`config.mk`:
```
export PLATFORM = sky130hd
export DESIGN_NAME = fc_layer_sequencer
export DESIGN_NICKNAME = d
export VERILOG_FILES = /design/src/rtl/fc_layer_sequencer.sv
export SDC_FILE = /design/constraint.sdc
export NUM_CORES = 1
export LEC_CHECK = 0
export BUFFER_PORTS_ARGS = -buffer_cell sky130_fd_sc_hd__buf_2
export CAP_MARGIN = 10
export CORE_UTILIZATION = 26
export DETAILED_ROUTE_END_ITERATION = 12
export PLACE_DENSITY = 0.55
export SLEW_MARGIN = 20
export SYNTH_ARGS = -nofsm -noshare
export SYNTH_HDL_FRONTEND = slang
export SYNTH_SLANG_ARGS = --single-unit
```
`constraint.sdc`:
```
create_clock -name clk -period 2.4 [get_ports clk]
set_clock_uncertainty 0.15 [all_clocks]
set_input_delay 0.48 -clock clk [delete_from_list [all_inputs] [get_ports clk]]
set_output_delay 0.48 -clock clk [all_outputs]
set_load 0.005 [all_outputs]
```
`src/rtl/fc_layer_sequencer.sv`:
```
// Sequences one fully-connected layer through the four-lane MAC: stream operands, drain the
// pipeline, add bias, shift/saturate to 8 bits and emit each neuron over valid/ready.
module fc_layer_sequencer #(
   parameter int unsigned IN_WORDS     = 196,
   parameter int unsigned OUT_NEURONS  = 10,
   parameter int unsigned DRAIN_CYCLES = 3,
   parameter int unsigned SHIFT        = 8,
   parameter int unsigned FADDR_W      = 8,
   parameter int unsigned WADDR_W      = 11,
   parameter int unsigned NADDR_W      = 4
) (
   input  logic               clk,
   input  logic               rst,
   input  logic               start,
   input  logic               abort,
   output logic               busy,
   output logic               done,
   output logic [FADDR_W-1:0] feat_addr,
   input  logic [31:0]        feat_data,
   output logic [WADDR_W-1:0] wgt_addr,
   input  logic [31:0]        wgt_data,
   output logic [NADDR_W-1:0] bias_addr,
   input  logic [8:0]         bias_data,
   output logic               mac_en,
   output logic               mac_flush,
   output logic [31:0]        mac_feature,
   output logic [31:0]        mac_weight,
   input  logic [25:0]        mac_acc,
   output logic               out_valid,
   input  logic               out_ready,
   output logic [NADDR_W-1:0] out_index,
   output logic [7:0]         out_data
);

   localparam int unsigned DW = (DRAIN_CYCLES > 1) ? $clog2(DRAIN_CYCLES) : 1;
   localparam logic [FADDR_W-1:0] LAST_W = FADDR_W'(IN_WORDS - 1);
   localparam logic [NADDR_W-1:0] LAST_N = NADDR_W'(OUT_NEURONS - 1);
   localparam logic [DW-1:0]      LAST_D = DW'(DRAIN_CYCLES - 1);

   typedef enum logic [2:0] {
      StIdle, StFlush, StStream, StDrain, StPost, StEmit, StDone
   } state_e;

   state_e             state_q;
   logic [FADDR_W-1:0] w_q;
   logic [WADDR_W-1:0] wc_q;
   logic [NADDR_W-1:0] n_q;
   logic [DW-1:0]      d_q;
   logic [8:0]         bias_q;
   logic               abort_flush_q;
   logic [7:0]         out_data_q;
   logic [NADDR_W-1:0] out_index_q;

   logic [26:0] sum;
   logic [26:0] shifted;
   logic [7:0]  sat;

   assign sum     = {1'b0, mac_acc} + {18'd0, bias_q};
   assign shifted = sum >> SHIFT;
   assign sat     = (shifted > 27'd255) ? 8'hFF : shifted[7:0];

   always_ff @(posedge clk) begin
      if (rst) begin
         state_q       <= StIdle;
         w_q           <= '0;
         wc_q          <= '0;
         n_q           <= '0;
         d_q           <= '0;
         bias_q        <= '0;
         abort_flush_q <= 1'b0;
         out_data_q    <= '0;
         out_index_q   <= '0;
      end else begin
         abort_flush_q <= 1'b0;
         if (state_q != StIdle && abort) begin
            state_q       <= StIdle;
            abort_flush_q <= 1'b1;
         end else begin
            unique case (state_q)
               StIdle: begin
                  if (start) begin
                     state_q <= StFlush;
                     n_q     <= '0;
                     w_q     <= '0;
                     wc_q    <= '0;
                  end
               end
               StFlush: state_q <= StStream;
               StStream: begin
                  // bias_addr was presented during FLUSH, so its data lands here
                  if (w_q == '0) bias_q <= bias_data;
                  w_q  <= w_q + FADDR_W'(1);
                  wc_q <= wc_q + WADDR_W'(1);
                  if (w_q == LAST_W) begin
                     state_q <= StDrain;
                     d_q     <= '0;
                  end
               end
               StDrain: begin
                  d_q <= d_q + DW'(1);
                  if (d_q == LAST_D) state_q <= StPost;
               end
               StPost: begin
                  out_data_q  <= sat;
                  out_index_q <= n_q;
                  state_q     <= StEmit;
               end
               StEmit: begin
                  if (out_ready) begin
                     if (n_q == LAST_N) begin
                        state_q <= StDone;
                     end else begin
                        n_q     <= n_q + NADDR_W'(1);
                        w_q     <= '0;
                        state_q <= StFlush;
                     end
                  end
               end
               StDone:  state_q <= StIdle;
               default: state_q <= StIdle;
            endcase
         end
      end
   end

   // Addresses run one word ahead of the data consumed in STREAM (1-cycle read latency).
   assign feat_addr   = (state_q == StStream) ? w_q + FADDR_W'(1) : w_q;
   assign wgt_addr    = (state_q == StStream) ? wc_q + WADDR_W'(1) : wc_q;
   assign bias_addr   = n_q;
   assign busy        = (state_q != StIdle);
   assign done        = (state_q == StDone);
   assign mac_en      = (state_q == StStream) || (state_q == StDrain);
   assign mac_flush   = (state_q == StFlush) || abort_flush_q;
   assign mac_feature = (state_q == StStream) ? feat_data : 32'd0;
   assign mac_weight  = (state_q == StStream) ? wgt_data : 32'd0;
   assign out_valid   = (state_q == StEmit);
   assign out_data    = out_data_q;
   assign out_index   = out_index_q;

endmodule

```
==> impl_metrics.json <==
{
  "dpl.hpwl_um": 9150,
  "clock.fmax_mhz": 399,
  "final-hold-violation-count": 0,
  "first_pass_iters": 6,
  "grt_usage_pct": 16.0,
  "ys.warnings.count": 0,
  "synth.avg_cell_area_um2": 7.45,
  "io_buffers": 207,
  "pwr_density_cell_nw_per_um2": 620,
  "grt_first_pass_wirelength_um": 18600,
  "fin_ws_ps": -108,
  "whs_path_depth": 3,
  "slew_viol_final": 0,
  "worstPathRequired_ps": 1770,
  "seq_area_frac_synth_pct": 28.1,
  "end_kind": "primary output",
  "cts.sinks": 50,
  "ys_ff_latch": 50,
  "worstRegToRegCells": 8,
  "outcome": "finished, violations left",
  "r2r_setup_slack_ps": 120,
  "wirelength_um": 11800,
  "placed_cells": 849,
  "n_fill_cell": 1409,
  "relSlewSlack_pct": 61.1,
  "nNetsFinal": 804,
  "htree_levels": 2,
  "start_util_pct": 26.8,
  "sw_frac_of_total_pct": 40.3,
  "critPathCapture": "wgt_addr[10]",
  "antenna_found_initial": 0,
  "fin_setup_tns_ps": -155,
  "ir_worst_vdd_mv": 0.434,
  "synth_cells": 478,
  "ys_top_cells_by_count": "77 x and3_1, 56 x nor2_1, 50 x dfxtp_1",
  "drive_gt1_share_pct": 39.9,
  "violations": "negative setup slack",
  "synthFlopType": "dfxtp_1",
  "drc": 0,
  "drt_iter0_drc": 171,
  "worstPathMaxFanout": 3,
  "ios": 208,
  "die_area_um2": 14200,
  "syn_nets": 598,
  "clock_path_buffers": 2,
  "comb_power_share_pct": 47.7,
  "ctsHoldBuffers": 0,
  "diodes": 0,
  "r2r-end": "out_data[7]$_SDFFE_PP0P_",
  "clockRootBuffer": "clkbuf_16",
  "setup_viol": 2,
  "yosysTopAreaCellShare_pct": 28.1,
  "core_area_um2": 13300,
  "grt_overflow": 0,
  "async_flop_share_pct": 0,
  "clkLatencyLatePin_ps": 290,
  "ant_nets": 0,
  "gp_congestion": 0.847,
  "critical_path_arrival_ps": 1880,
  "instances_no_fill": 860,
  "die_width_um": 119,
  "reg2reg_from": "bias_q[2]$_SDFFE_PP0P_",
  "internal_power_mw": 1.90,
  "rsz0062_at_grt": "true",
  "synth_area_leaders": "dfxtp_1 28%, and3_1 14%, nor2_1 5.9%",
  "cap_viol_max_count": 0,
  "wl_per_cell_um": 13.7,
  "yosysMostFrequentCell": "and3_1",
  "cts_buffers": 5,
  "p_sw_mw": 1.28,
  "yosys.area.top_type": "dfxtp_1",
  "critical_path_class": "reg2out",
  "grt_pass1_vias": 3895,
  "worst_pin_slew_ps": 582,
  "die-height_um": 119,
  "start_kind": "flop",
  "critPathLaunch": "wc_q[0]$_SDFFE_PP0P_",
  "hp-class": "in2reg",
  "routed_via_density": 4.81,
  "yosysUniqueCellTypes": 53,
  "fin_crit_sh_pct": 105,
  "whs_ps": 280,
  "grt_max_degree": 66,
  "area_growth_pct": 43.9,
  "vias": 4136,
  "cts_tree": "built",
  "rows": 42,
  "synth_edf_count": 0,
  "syn_area_um2": 3560,
  "path_clk_slew_ps": 70,
  "layout_min_cycle_time_ps": 2510,
  "pwr-share-clk_pct": 21.4,
  "leakage_nw": 2.81,
  "seq_power_share_pct": 30.8
}
## registers in the layout (all words and copies together), names as in the netlist
register	count
abort_flush_q	1
bias_addr	4
bias_q	9
d_q	2
out_data	8
out_index	4
state_q	3
w_q	8
wc_q	11
## worst max-delay path: stages, from the launching register on
cell     delay [ps]
dfxtp_2         360
ha_4            140
and3_4          190
and3_4          190
and3_4          190
and3_4          210
nand2_4          50
xnor2_2         130
buf_2           130
## per-layer routing
| metal | routed length [um] | track usage (%) | vias to the layer above |
|---|---|---|---|
| met5 | 0 | 0 | - |
| met3 | 667 | 4.31 | 12 |
| met4 | 148 | 4.11 | 0 |
| met2 | 5450 | 26.2 | 114 |
| li1 | - | - | 2112 |
| met1 | 5490 | 20.5 | 1898 |
## worst min-delay path by stage
stage	slack, ps	endpoint	start
after CTS	270	bias_q[6]$_SDFFE_PP0P_	bias_data[6]
final	280	bias_q[1]$_SDFFE_PP0P_	bias_data[1]
after global routing	280	bias_q[6]$_SDFFE_PP0P_	bias_data[6]
after detailed placement	320	d_q[0]$_SDFFE_PP0P_	d_q[0]$_SDFFE_PP0P_
after global placement	300	d_q[0]$_SDFFE_PP0P_	d_q[0]$_SDFFE_PP0P_
after floorplan	290	d_q[0]$_SDFFE_PP0P_	d_q[0]$_SDFFE_PP0P_
## area by class of cell
cell class                      instances  area [um^2]  area share [%]
Timing Repair Buffer                  231         1220            23.7
Inverter                               15         56.3            1.10
Clock buffer                            7          133            2.59
Multi-Input combinational cell        381         2480            48.5
Sequential cell                        50         1020            19.8
Tap cell                              176          220            4.30
## power groups by stage
stage | clock network (mW) | registers (mW) | logic [mW]
floorplan | 0 | 0.951 | 0.951
global placement | 0 | 0.989 | 1.47
detailed placement | 0 | 0.991 | 1.50
CTS | 0.705 | 0.975 | 1.51
global route | 0.739 | 0.992 | 1.69
finish | 0.681 | 0.980 | 1.52
## placed cells by master (no fill, tap or decap), types with 10 or more instances in the layout
cell / count
mux2i_1: 15
dfxtp_1: 42
nor2_1: 54
ha_1: 12
buf_2: 207
nand2_1: 42
xnor2_1: 17
o21ai_0: 15
buf_4: 24
inv_1: 13
nor3_1: 10
nand3_1: 15
and3_1: 71
a21oi_1: 23
## stage by stage
step | worst slack [ps] | power, mW | area [um^2] | util (%)
floorplan | 172 | 1.90 | 3560 | -
global placement | -104 | 2.46 | 4850 | 36.4
detailed placement | -227 | 2.49 | 4850 | 36.4
CTS | -151 | 3.19 | 5040 | 37.9
global route | -169 | 3.43 | 5120 | 38.5
finish | -108 | 3.18 | 5120 | 38.5
## cell families after synthesis
family / share of synthesized area (%)
simple gates: 36.2
mux: 4.22
compound gates: 14.9
xor+xnor: 5.66
fa+ha+maj: 5.62
flops: 28.1
buf+inv: 5.24
## timing repair
item / CTS / global route
setup buffers: 2 / 2
gates resized for setup: 11 / 15
setup endpoints to repair: 3 / 19
pin swaps: 3 / 13
endpoints found under the hold margin: 0 / 0
No activity file was read; power rests on OpenSTA's default activity.
